`config.mk`:
```
export PLATFORM = sky130hd
export DESIGN_NAME = soft_error_handler
export DESIGN_NICKNAME = d
export VERILOG_FILES = /design/src/rtl/soft_error_handler.sv
export SDC_FILE = /design/constraint.sdc
export NUM_CORES = 1
export LEC_CHECK = 0
export BUFFER_PORTS_ARGS = -buffer_cell sky130_fd_sc_hd__buf_2
export CORE_MARGIN = 4
export CORE_UTILIZATION = 36
export CTS_CLUSTER_SIZE = 8
export DETAILED_ROUTE_END_ITERATION = 16
export PLACE_DENSITY = 0.7
export RECOVER_POWER = 25
export SYNTH_ARGS = -nofsm -noshare
export SYNTH_HDL_FRONTEND = slang
export SYNTH_SLANG_ARGS = --single-unit
```
`constraint.sdc`:
```
create_clock -name clk -period 2.1 [get_ports clk]
set_input_delay 0.42 -clock clk [delete_from_list [all_inputs] [get_ports clk]]
set_output_delay 0.42 -clock clk [all_outputs]
set_load 0.1 [all_outputs]
```
`src/rtl/soft_error_handler.sv`:
```
// Soft-error recovery controller: re-reads a failing address after a parity hit, retries a
// bounded number of times, escalates to a sticky fatal state, and keeps saturating error stats.
module soft_error_handler #(
   parameter int unsigned ADDR_W     = 16,
   parameter int unsigned CNT_W      = 16,
   parameter int unsigned MAX_RETRY  = 3,
   parameter int unsigned TIMEOUT    = 255,
   parameter int unsigned IRQ_THRESH = 8
) (
   input  logic              clk,
   input  logic              reset,
   input  logic              err_valid,
   input  logic              soft_error_flag,
   input  logic [ADDR_W-1:0] err_addr,
   input  logic              retry_ack,
   input  logic              clear_stats,
   input  logic              clear_fatal,
   output logic              retry_req,
   output logic [ADDR_W-1:0] retry_addr,
   output logic              busy,
   output logic              fatal_error,
   output logic              missed_error,
   output logic [CNT_W-1:0]  error_count,
   output logic              irq
);

   typedef enum logic [1:0] {IDLE, RETRY, WAIT_CHECK, FATAL} state_t;

   localparam logic [CNT_W-1:0] CNT_MAX  = '1;
   localparam logic [CNT_W-1:0] IRQ_VAL  = CNT_W'(IRQ_THRESH);
   localparam logic [3:0]       RTRY_MAX = 4'(MAX_RETRY);
   localparam logic [15:0]      TO_VAL   = 16'(TIMEOUT);

   state_t              state_q, state_d;
   logic [3:0]          retry_cnt_q, retry_cnt_d;
   logic [15:0]         timer_q, timer_d;
   logic [ADDR_W-1:0]   addr_q, addr_d;
   logic [CNT_W-1:0]    count_q, count_d;
   logic                missed_q, missed_d;
   logic                irq_q, irq_d;
   logic                hit;
   logic [CNT_W-1:0]    count_inc;
   logic [3:0]          retry_inc;
   logic [15:0]         timer_inc;

   assign hit       = err_valid & soft_error_flag;
   assign count_inc = count_q + CNT_W'(1);
   assign retry_inc = retry_cnt_q + 4'd1;
   assign timer_inc = timer_q + 16'd1;

   always_comb begin
      count_d  = count_q;
      missed_d = missed_q;
      irq_d    = 1'b0;
      // Saturation means the threshold value is crossed at most once per clear.
      if (clear_stats) begin
         count_d  = '0;
         missed_d = 1'b0;
      end else begin
         if (hit && count_q != CNT_MAX) begin
            count_d = count_inc;
            irq_d   = (count_inc == IRQ_VAL);
         end
         if (hit && (state_q == RETRY || state_q == FATAL))
            missed_d = 1'b1;
      end
   end

   always_comb begin
      state_d     = state_q;
      retry_cnt_d = retry_cnt_q;
      timer_d     = timer_q;
      addr_d      = addr_q;
      case (state_q)
         IDLE: begin
            if (hit) begin
               addr_d      = err_addr;
               retry_cnt_d = '0;
               state_d     = RETRY;
            end
         end
         RETRY: begin
            if (retry_ack) begin
               timer_d = '0;
               state_d = WAIT_CHECK;
            end
         end
         WAIT_CHECK: begin
            // The first valid check result after the re-read is taken as its outcome.
            if (err_valid) begin
               if (!soft_error_flag) begin
                  state_d = IDLE;
               end else begin
                  retry_cnt_d = retry_inc;
                  state_d     = (retry_inc == RTRY_MAX) ? FATAL : RETRY;
               end
            end else begin
               timer_d = timer_inc;
               if (timer_inc == TO_VAL) state_d = FATAL;
            end
         end
         FATAL: begin
            if (clear_fatal) begin
               retry_cnt_d = '0;
               state_d     = IDLE;
            end
         end
         default: state_d = IDLE;
      endcase
   end

   always_ff @(posedge clk or negedge reset) begin
      if (!reset) begin
         state_q     <= IDLE;
         retry_cnt_q <= '0;
         timer_q     <= '0;
         addr_q      <= '0;
         count_q     <= '0;
         missed_q    <= 1'b0;
         irq_q       <= 1'b0;
      end else begin
         state_q     <= state_d;
         retry_cnt_q <= retry_cnt_d;
         timer_q     <= timer_d;
         addr_q      <= addr_d;
         count_q     <= count_d;
         missed_q    <= missed_d;
         irq_q       <= irq_d;
      end
   end

   assign retry_req    = (state_q == RETRY);
   assign busy         = (state_q != IDLE);
   assign fatal_error  = (state_q == FATAL);
   assign retry_addr   = addr_q;
   assign missed_error = missed_q;
   assign error_count  = count_q;
   assign irq          = irq_q;

endmodule
```
==> results.sh <==
export IMPL_grt_pass1_wl_um=13300
export IMPL_end_kind="flop"
export IMPL_die_h_um=101.5
export IMPL_die_x_um=101.5
export IMPL_rsz0062_at_grt="no"
export IMPL_die_area_um2=10300
export IMPL_fin_nets=443
export IMPL_synth_top_cell_area_share=0.4455
export IMPL_ys_types=56
export IMPL_holdPathEnd="retry_addr[1]"
export IMPL_synth_top_flop_cell="dfrtp_1"
export IMPL_synthTopCellsByArea="dfrtp_1 (45%), mux2_2 (6.1%), o21ai_0 (5.7%)"
export IMPL_synth_edf_count=0
export IMPL_drive_gt1_frac=0.3558
export IMPL_total_power_mw=4.216
export IMPL_antenna_cells=0
export IMPL_rrSetupSlack_ps=120
export IMPL_setup_tns_ps=0
export IMPL_grt_antenna_before_repair=0
export IMPL_cts_tree="done"
export IMPL_grt_remaining_overflow=0
export IMPL_reg2reg_depth=7
export IMPL_grt_pass1_vias=2773
export IMPL_gp_congestion=0.8794
export IMPL_hold_viol_final=0
export IMPL_fillerInstances=797
export IMPL_grtUsageTotal=0.1590
export IMPL_worst_pin_slew_ps=696.8
export IMPL_vias=2901
export IMPL_drv_cap=0
export IMPL_antenna_left=0
export IMPL_crit_path_max_fanout=7
export IMPL_power_density_nw_per_um2=1072
export IMPL_initial_utilization=0.3771
export IMPL_r2r_end="error_count[13]"
export IMPL_async_flop_share=1.000
export IMPL_std_cell_rows=33
export IMPL_worstSkewPairLatency_ps=320
export IMPL_timing_hold_ws_ps=329.2
export IMPL_min_from="err_addr[1]"
export IMPL_critPathLaunchType="flop"
export IMPL_synth_top_cells_by_count="dfrtp_1 (56), o21ai_0 (36), nand2_1 (34), nor2_1 (33), mux2_2 (17)"
export IMPL_clk_path_buf_depth=2
export IMPL_timing_fmax_mhz=505.1
export IMPL_io_buffers=59
export IMPL_setup_viol=0
export IMPL_cts_setup_buffers=0
export IMPL_irDropWorstVdd_mv=0.6855
export IMPL_status="finished clean"
export IMPL_fin_worst_skew_ps=19.11
export IMPL_fin_crit_ps=1980
export IMPL_whs_path_depth=2
export IMPL_slew_viol_final=0
export IMPL_wl_um=7935
export IMPL_syn_area_um2=3146
export IMPL_path_class="reg2reg"
export IMPL_period_share=0.9428
export IMPL_r2r_start="error_count[1]"
export IMPL_syn_nets=363
export IMPL_drcViolationCount=0
export IMPL_min_path_type="in2reg"
export IMPL_htree_levels=2
export IMPL_place_hpwl_um=5727
export IMPL_synth_seq_cells=56
export IMPL_max_slew_margin=0.5355
export IMPL_wl_per_cell_um=15.23
export IMPL_yosysTopAreaCell="dfrtp_1"
export IMPL_path_clk_slew_ps=110
export IMPL_vias_per_cell=5.568
export IMPL_yosys_warnings=0
export IMPL_required_ps=2300
export IMPL_syn_inst=335
export IMPL_grt_max_degree=52
export IMPL_cts_buffers=5
export IMPL_final_util=0.4716
export IMPL_io_pins=60
export IMPL_cts_root_buf="clkbuf_8"
export IMPL_synth_most_common_cell="dfrtp_1"
export IMPL_p_leak_nw=1.641
export IMPL_core_area_um2=8341
export IMPL_cts_sinks=56
export IMPL_syn_to_final_growth_pct=25.06
export IMPL_dr_pass1_iters=5
export IMPL_ys_seq_area_frac=0.4455
export IMPL_drt_iter0_drc=246
export IMPL_syn_avg_cell_area_um2=9.390
export IMPL_crit_arrival_ps=2180
==> state kept, by name, summed over array words and instances, names as in the netlist <==
register / flops
missed_error: 1
state_q: 2
retry_addr: 16
irq: 1
retry_cnt_q: 4
error_count: 16
timer_q: 16
==> layer usage <==
metal / up-vias / wire (um) / track usage
met5: - / 0 / 0
met4: 0 / 148 / 0.05112
met3: 14 / 471 / 0.02342
met2: 88 / 3709 / 0.2621
met1: 1409 / 3605 / 0.2152
li1: 1390 / - / -
==> repair_timing <==
item | CTS | global route
gates resized for setup | 7 | 4
hold buffers | 1 | 0
hold endpoints to repair | 5 | 0
pin swaps | 4 | 6
setup endpoints to repair | 2 | 10
==> worst max path at each step <==
stage / slack (ps) / startpoint / to / depth (start not counted)
final: 120 / error_count[1] / error_count[13] / 7
after CTS: 20 / error_count[0] / error_count[9] / 8
after detailed placement: -80 / error_count[0] / irq / 6
after global placement: -40 / error_count[0] / irq / 6
after floorplan: -240 / error_count[0] / irq / 7
after global routing: 20 / error_count[0] / irq / 8
==> cell families (layout without fill, tap and decap cells) <==
family                   after synthesis  after routing  share of synthesized area
AO/OA/AOI/OAI                         86             86                     0.1718
XOR/XNOR                              16             16                    0.04455
adder cells (fa/ha/maj)                5              5                    0.01989
buffers and inverters                 21            102                    0.03182
flip-flops                            56             56                     0.4455
multiplexers                          19             19                    0.06722
AND/OR/NAND/NOR                      132            132                     0.2192
==> placed cells by master, fill, tap and decap left out, drive strengths merged, types with 9 or more instances in the layout <==
cell type,count
mux2,17
a21oi,10
nand2,34
xor2,11
nor3,13
buf,84
a31oi,9
nand4,11
dfrtp,56
o21ai,37
nor2,33
==> layout make-up <==
class / count / area, um2 / area share
Timing Repair Buffer: 87 / 510.5 / 0.1298
Clock buffer: 5 / 68.82 / 0.01749
Inverter: 7 / 26.28 / 0.006679
Tap cell: 105 / 131.4 / 0.03340
Sequential cell: 56 / 1429 / 0.3632
Multi-Input combinational cell: 258 / 1722 / 0.4377
Clock inverter: 3 / 46.29 / 0.01177
==> where the power goes <==
| part | total (mW) | switching, mW | internal [mW] | leakage (nW) |
|---|---|---|---|---|
| Clock | 0.733 | 0.373 | 0.360 | 0.0548 |
| Sequential | 1.42 | 0.146 | 1.28 | 0.715 |
| Combinational | 2.06 | 1.68 | 0.382 | 0.872 |
| Total | 4.22 | 2.20 | 2.02 | 1.64 |
==> worst max-delay path: stages (launching register included) <==
cell and delay, ps:
dfrtp_4 430, ha_4 150, nand4_1 110, or4_4 590, buf_6 180, o2111ai_2 210, xor2_1 160, nor2_1 50
==> through the flow <==
step	std cells	area [um2]	setup slack, ps
3_3_place_gp	513	3775	-35.52
3_5_place_dp	513	3775	-80.02
4_1_cts	522	3936	18.00
6_report	521	3934	120.2
5_1_grt	521	3934	16.19
2_1_floorplan	335	3203	-244.2
Power figures use the tool's default switching activity.
